File: config.mk
export PLATFORM = sky130hd
export DESIGN_NAME = param_counter
export DESIGN_NICKNAME = d
export VERILOG_FILES = /design/src/rtl/param_counter.sv
export SDC_FILE = /design/constraint.sdc
export NUM_CORES = 1
export LEC_CHECK = 0
export CORE_MARGIN = 4
export CORE_UTILIZATION = 30
export CTS_CLUSTER_SIZE = 20
export DETAILED_ROUTE_END_ITERATION = 8
export PLACE_DENSITY = 0.66
export SLEW_MARGIN = 30
export SYNTH_ARGS = -nofsm -noshare
export SYNTH_HDL_FRONTEND = slang
export SYNTH_SLANG_ARGS = --single-unit
File: constraint.sdc
create_clock -name clk -period 2.6 [get_ports clk]
set_input_delay 0.26 -clock clk [delete_from_list [all_inputs] [get_ports clk]]
set_output_delay 0.26 -clock clk [all_outputs]
set_load 0.01 [all_outputs]
File: src/rtl/param_counter.sv
// param_counter: parametrised up/down counter with load, clear and wrap/saturate limits.
// Optional sticky limit flag enabled by defining PARAM_COUNTER_STICKY_EN.
module param_counter #(
   parameter int                WIDTH     = 32,
   parameter logic [WIDTH-1:0]  MAX       = {WIDTH{1'b1}},
   parameter logic [WIDTH-1:0]  RESET_VAL = '0,
   parameter bit                SATURATE  = 1'b0
) (
   input  logic             clk,
   input  logic             rst,
   input  logic             en,
   input  logic             up,
   input  logic             load,
   input  logic [WIDTH-1:0] load_val,
   input  logic             clear,
   output logic [WIDTH-1:0] count,
   output logic             evt,
   output logic             at_max,
   output logic             at_min,
   output logic             sticky
);

   // Limit kept one bit wider so step results are compared before truncation.
   localparam logic [WIDTH:0] MAX_X = {1'b0, MAX};

   logic [WIDTH-1:0] count_q;
   logic [WIDTH-1:0] count_d;
   logic             evt_q;
   logic             evt_d;
   logic [WIDTH:0]   count_x;
   logic [WIDTH:0]   inc_x;
   logic [WIDTH:0]   dec_x;
   logic             hit_top;
   logic             hit_bot;
   logic [WIDTH-1:0] load_clamped;

   // Widened step arithmetic and limit detection.
   always_comb begin
      count_x = {1'b0, count_q};
      inc_x   = count_x + {{WIDTH{1'b0}}, 1'b1};
      dec_x   = count_x - {{WIDTH{1'b0}}, 1'b1};
      hit_top = (inc_x > MAX_X);
      hit_bot = dec_x[WIDTH];
   end

   // Out-of-range load values are clamped to the terminal value.
   always_comb begin
      load_clamped = load_val;
      if (load_val > MAX) begin
         load_clamped = MAX;
      end
   end

   // Next-state selection, priority clear > load > step > hold.
   always_comb begin
      count_d = count_q;
      evt_d   = 1'b0;
      if (clear) begin
         count_d = '0;
      end else if (load) begin
         count_d = load_clamped;
      end else if (en) begin
         if (up) begin
            if (hit_top) begin
               evt_d   = 1'b1;
               count_d = SATURATE ? MAX : '0;
            end else begin
               count_d = inc_x[WIDTH-1:0];
            end
         end else begin
            if (hit_bot) begin
               evt_d   = 1'b1;
               count_d = SATURATE ? '0 : MAX;
            end else begin
               count_d = dec_x[WIDTH-1:0];
            end
         end
      end
   end

   // Count and event registers with synchronous reset.
   always_ff @(posedge clk) begin
      if (rst) begin
         count_q <= RESET_VAL;
         evt_q   <= 1'b0;
      end else begin
         count_q <= count_d;
         evt_q   <= evt_d;
      end
   end

`ifdef PARAM_COUNTER_STICKY_EN
   logic sticky_q;

   // Sticky flag latches any limit event until reset or clear.
   always_ff @(posedge clk) begin
      if (rst || clear) begin
         sticky_q <= 1'b0;
      end else if (evt_d) begin
         sticky_q <= 1'b1;
      end
   end

   assign sticky = sticky_q;
`else
   assign sticky = 1'b0;
`endif

   assign count  = count_q;
   assign evt    = evt_q;
   assign at_max = (count_q == MAX);
   assign at_min = (count_q == '0);

endmodule

==> summary.md <==
| Metric | Value |
|---|---|
| Status | complete, but fails checks |
| Violated checks | setup timing |
| Setup TNS | -2.245 ns |
| Clk pwr share | 28.6% |
| Synth warn | 0 |
| Share of power burned in registers | a little over a quarter |
| CP required | 2.75 ns |
| Most frequent cell after synthesis | nor2_1 |
| Net count after synthesis | approximately 570 |
| CTS tree | yes |
| Total length of routed wires | between 15000 and 20000 um |
| Critical path endpoint category | register |
| RSZ-0062 raised after global routing | yes |
| Total power | 2.075 mW |
| Net Sw Frac | 36.51% |
| CTS Hold Buffers Added | 0 |
| Area delta synth->final | 81.37% |
| Critical Path Max Stage Delay | 0.60 ns |
| Count of cell types in the netlist | 64 |
| Type of the tightest min-delay check | input port to register |
| Combinational share of power | between 40% and 50% |
| H-tree Lvls | 2 |
| Multiplexer area fraction after synthesis | less than 1% |
| Worst path cell trace | nand4_1 -> buf_6 -> or4_4 -> o32a_1 -> or4_4 -> buf_12 -> a21oi_4 -> buf_12 -> o32ai_2 |
| Max-slew violation count | 0 |
| Layout cell share with drive strength beyond 1 | around two fifths |
| Hold_ws | between 0.5 and 0.6 ns |
| Crit-path max FO | 8 |
| Vias per Instance | 6.268 |
| Post-DP HPWL | around 14000 um |
| Clock Pin Slew Worst Setup and Hold Paths | about 0.060 ns |
| Period utilization | 105.5% |
| Complex-gate fraction of the synthesized area | ~30% |
| Post-synthesis simple-gate area fraction | between 30% and 40% |
| Die Ht | approximately 120 um |
| Core area | approximately 0.011 mm^2 |
| Via count | about 5400 |
| Crit path DAT | 2.90 ns |
| Root Driver | clkbuf_16 |
| IO Port Bufs | 72 |
| IO Count | 74 |
| Top post-synthesis cells by area | dfxtp_1, a21oi_1, nand3_1 |
| Post-synth EDFFs | 0 |
| Sw Pwr | between 700 and 800 uW |
| Deepest clock path buffer count | 2 |
| Final setup margin | -0.1440 ns |
| Die area | between 0.01 and 0.015 mm^2 |
| Worst slew pin tran | 0.9268 ns |
| Num rows | 39 |
| Fin. Hold Viols | 0 |
| FILL cells | between 1000 and 1500 |
| First-pass GRT wire length | ~28000 um |
| N_diodes | 0 |
| F_max | 364.4 MHz |
| CTS buffer count | 5 |
| Cell Area, Synth | between 0.003 and 0.004 mm^2 |
| Area share of xor/xnor cells in the synthesized design | between 4 and 5% |
| M2 GR Usage | a little over two fifths |
| Initial antenna violation count | 0 |
| Largest family of logic cells by synthesized area | simple AND/OR/NAND/NOR gates |
| Post-synth ARST share | 0% |
| Global route hottest layer | met2 |
| Initial DRC count | ~540 |
| Worst-Skew Late Latency | 0.28 ns |
| Largest area contributor in the netlist | dfxtp_1 |
| Startpoint types | register |
| Gr usage total | 26.77% |
| Worst vdd ir | 200.4 uV |
| DR WL/cell | about 22 um |
| Initial core utilization | 30.76% |
| NumNets Final | around 760 |
| Slowest cell on crit path | or4_4 |
| DRC Markers | 0 |
| Ys flop type | dfxtp_1 |
| Syn Area/Cell | ~6.7 um^2 |
| Share of the synthesized area in the top cell type | between 10% and 20% |
| Internal power | around 1.3 mW |
| Lkg Pwr | 2.371 nW |
| Crit path kind | register to register |
| Setup Skew | between 0.002 and 0.003 ns |
| Syn Inst Count | roughly 530 |
| Number of global-route vias before repair | slightly above 5000 |
| Post-synth top cells | nor2_1, clkbuf_1, nand2_1 |
| Seq/Total Area, Yosys | 18.81% |
| Die W | 116.2 um |
| Clock tree sinks | 33 |
| Grt ovf | 0 |
| Post-Synth Adder-Cell Area | between 1 and 1.5% |
| DRT antenna net count | 0 |
| Met1 global-route usage | 35.69% |
| Relative slew slack | between 30% and 40% |
| Max_cap viols | 0 |
| Pre-Repair DR Iteration Count | 6 |
| PD cells | about 330 mW/mm^2 |
| GP Congestion | 1.042 |
| Yosys reg bits | 33 |
| Met3 usage | between 5 and 6% |
| Largest net degree at the start of global routing | 32 |
| Minimum clock period | 2.744 ns |
| Setup violators final | 28 |
-- routing by layer --
| metal | share of wire (%) | vias to the layer above |
|---|---|---|
| met2 | 47 | 358 |
| met1 | 41 | 2554 |
| met4 | 3.6 | 0 |
| met3 | 8.7 | 63 |
| met5 | 0 | - |
| li1 | - | 2397 |
-- cells by family after synthesis --
group | after synthesis
and+or+nand+nor | 236
AOI/OAI and AO/OA | 167
buffers and inverters | 63
DFF | 33
xor gates and xnor gates | 19
adders and majority gates | 4
muxes | 3
other | 1
-- timing repair --
item                                    4_1_cts  5_1_grt
cloned                                        2        0
hold endpoints to repair                      0        0
endpoints found under the setup margin       35       33
buffers inserted                              4       10
pin swaps                                    23       30
resized for setup                            58       77
-- metrics by stage --
step / instance area [um^2] / util [%] / worst slack, ns / instances
finish: 6370 / 55.79 / -0.1440 / 857
global route: 6370 / 55.79 / -0.2329 / 857
CTS: 5914 / 51.80 / -0.1328 / 847
detailed placement: 5413 / 47.40 / -0.2812 / 835
global placement: 5410 / 47.38 / -0.1918 / 835
floorplan: 3666 / - / -0.05733 / 526
-- layout make-up --
cell class	instances	area, um^2	area share [%]
timing repair buffer	237	2112	33.16
tap	143	178.9	2.809
multi-input combinational	430	3218	50.52
inverter	8	37.54	0.5893
clock buffer	5	125.1	1.964
sequential	33	693.2	10.88
clock inverter	1	5.005	0.07857
-- cells in the final DEF (no fill, tap or decap), drive strengths merged, types with 5 or more instances in the layout --
cell             n
or4              9
xnor2           15
buf            165
inv              8
clkbuf           5
o21ai           35
a21oi           39
and3            10
nor3            29
clkdlybuf4s50   70
or3              7
nand2           39
o221ai          10
o211ai           5
a31oi           23
dfxtp           33
o31ai            8
a211oi           6
a22oi            5
nor4            13
nand3           35
nor2            44
o22ai            7
nor2b            7
nand4           18
-- path summary, 6_finish.rpt --
| kind | start | endpoint | slack [ns] | cells after the start |
|---|---|---|---|---|
| worst max-delay path | count[4] | count[5] | -0.14 | 9 |
| worst min-delay path | load_val[22] | count[22] | 0.57 | 3 |
| worst max register to register | count[4] | count[5] | -0.14 | 9 |
| worst min register to register | count[21] | count[21] | 0.59 | 2 |
-- registers in the layout (all words and copies together), names as in the netlist --
register	flops
count	32
evt	1
-- critical path: cells and delay by family (launching register included) --
| kind | cells | cell delay, ns |
|---|---|---|
| simple gates | 3 | 1.20 |
| flops | 1 | 0.37 |
| compound gates | 3 | 0.54 |
| buf+inv | 3 | 0.50 |
-- power groups by stage --
| stage | Clock [mW] | Sequential [mW] | Combinational [mW] |
|---|---|---|---|
| 3_5_place_dp | 0 | 0.573 | 0.761 |
| 2_1_floorplan | 0 | 0.580 | 0.361 |
| 4_1_cts | 0.594 | 0.563 | 0.811 |
| 3_3_place_gp | 0 | 0.572 | 0.757 |
| 6_report | 0.594 | 0.564 | 0.916 |
| 5_1_grt | 0.618 | 0.567 | 0.966 |
No activity file was read; power rests on OpenSTA's default activity.
==> RTL edit, RTL diff (config.mk and constraints unchanged) <==
Build with the macro `PARAM_COUNTER_STICKY_EN` defined.
--- a/src/rtl/param_counter.sv
+++ b/src/rtl/param_counter.sv
@@ -1,5 +1,7 @@
 // param_counter: parametrised up/down counter with load, clear and wrap/saturate limits.
 // Optional sticky limit flag enabled by defining PARAM_COUNTER_STICKY_EN.
+`define PARAM_COUNTER_STICKY_EN
+
 module param_counter #(
    parameter int                WIDTH     = 32,
    parameter logic [WIDTH-1:0]  MAX       = {WIDTH{1'b1}},
Function: changed (a bounded check fails within 4 cycles, from zero or initial values and one cycle with rst high).
==> RTL edit against the original RTL <==
The flow still finishes with violations (setup timing); sequential cell count increased by 1; sequential power increased by 1%; final area increased by 13%; wire length increased by 11%; worst setup slack got worse by 0.14 ns; largest power group unchanged; first-iteration DRC count decreased by 18%; area after synthesis increased by 13%; hold slack got worse by 0.077 ns; power increased by 9.5%; critical path depth increased by 3; combinational power increased by 16%; synthesized cell count increased by 11%; highest routed layer unchanged; cell count increased by 14%; critical path type unchanged.
==> RTL edit: results (changes against the original RTL) <==
[status]
outcome = complete, but fails checks
violations = setup timing

[cells_and_area]
fill_cells = 1191  ; +12%
layout-drive-gt1-share_pct = 40.8  ; +0.99 points
final_nets = 848  ; +12%

[min_path]
hold_class = reg -> reg

[pwr]
p_leak_nw = 2.74  ; +16%
comb_power_mw = 1.06  ; +16%
p_seq_uw = 571  ; +1%
seq_power_share_pct = 25.2  ; -2.0 points
internal-power_mw = 1.44  ; +9.6%
vdd_drop_max_mv = 0.241  ; +20%

[place]
io_buffers = 73  ; +1.4%
hpwlAfterDp_um = 15200  ; +12%
placed_cells = 941  ; +13%
gp_congestion = 1.06  ; +2.1%

[route]
drt-pass1-iter-count = 5  ; -1
met1Wirelength_um = 9060  ; +16%
routedWlPerCell_um = 21.4  ; -3.2%
route.met3.wl_um = 1510  ; -8.3%
wl_met2_um = 9530  ; +8.1%
drt_iter0_drc = 441  ; -18%
routed_wl_um = 20900  ; +11%
vias = 5859  ; +9.1%

[grt]
grt_max_degree = 64  ; +100%
grt_usage_pct = 27.2  ; +0.42 points
use_met2_pct = 44.2  ; +1.1 points
met3_usage_pct = 4.48  ; -0.91 points
grt_pass1_vias = 5736  ; +12%
grt_pass1_wl_um = 31900  ; +13%
gr-usage-met1_pct = 36.6  ; +0.89 points

[clocking]
h-tree-depth = 2  ; unchanged
ctsLongestPathBuffers = 2  ; unchanged

[critical_path]
critical_path_arrival_ns = 3.08  ; +0.18 ns
cp_max_fo = 6  ; -2
critical-path-slowest-cell = or4_4
cpPeakStageDelay_ns = 0.56  ; -0.04 ns

[sta]
setup_viol = 27  ; -3.6%
relSlewSlack_pct = 57.8  ; +20 points
worst_slack_ns = -0.283  ; -0.139 ns
fin_skew_ns = 0.00732  ; +0.00437 ns

[synth]
synth_area_leaders = dfxtp_1, a21oi_1, nor2_1
ys_types = 69  ; +7.8%
synth_area_per_cell_um2 = 6.82  ; +2.1%
synth_commonest_cells = nor2_1, a21oi_1, nand2_1
syn_nets = 625  ; +10%
ys_seq_area_share_pct = 17.1  ; -1.7 points

==> RTL edit: changes by cell type after synthesis, sizes merged, moves of 9 or more <==
cell,before,now
nor3b,4,13
and2,3,12
a21boi,0,9
a31oi,23,6
a21oi,39,50
nand2,39,51
nand3,35,25
nor4,13,22
==> RTL edit: layout make-up <==
cell class                      count  area share (%)
Sequential cell                    34            9.76
Tap cell                          172            3.00
Inverter                            6           0.314
Multi-Input combinational cell    483            51.3
Clock inverter                      1          0.0697
Timing Repair Buffer              276            33.5
Clock buffer                        7            1.99
==> RTL edit: worst paths after layout <==
check	to	slack, ns	cells after the start	startpoint
setup / recovery	count[26]	-0.28	12	count[7]
hold / removal	sticky	0.49	1	sticky
setup reg to reg	count[26]	-0.28	12	count[7]
hold reg to reg	sticky	0.49	1	sticky
==> RTL edit: stage by stage <==
step                setup TNS [ns]  worst slack, ns  area (µm²)  util, %
CTS                          -1.86           -0.262        6680     52.3
detailed placement           -8.58           -0.428        6010     47.0
global route                 -6.82           -0.342        7180     56.2
finish                       -3.98           -0.283        7180     56.2
floorplan                        0          0.00259        4000        -
global placement             -8.57           -0.387        6010     47.0
==> RTL edit: cells by family (layout without fill, tap and decap cells) <==
group                      count (synthesis)  count (layout)  synth area share [%]
muxes                                      2               2                 0.504
AOI/OAI and AO/OA                        180             180                  30.8
buffers and inverters                     66             290                  6.83
and+or+nand+nor                          270             270                  37.6
adders and majority gates                  4               4                  1.26
DFF                                       34              34                  17.1
xor gates and xnor gates                  27              27                  5.95
==> RTL edit: what timing repair did <==
item	in CTS	in global routing
setup endpoints to repair	36	36
pin swaps	30	46
buffers inserted	20	14
hold endpoints to repair	0	0
resized for setup	94	90
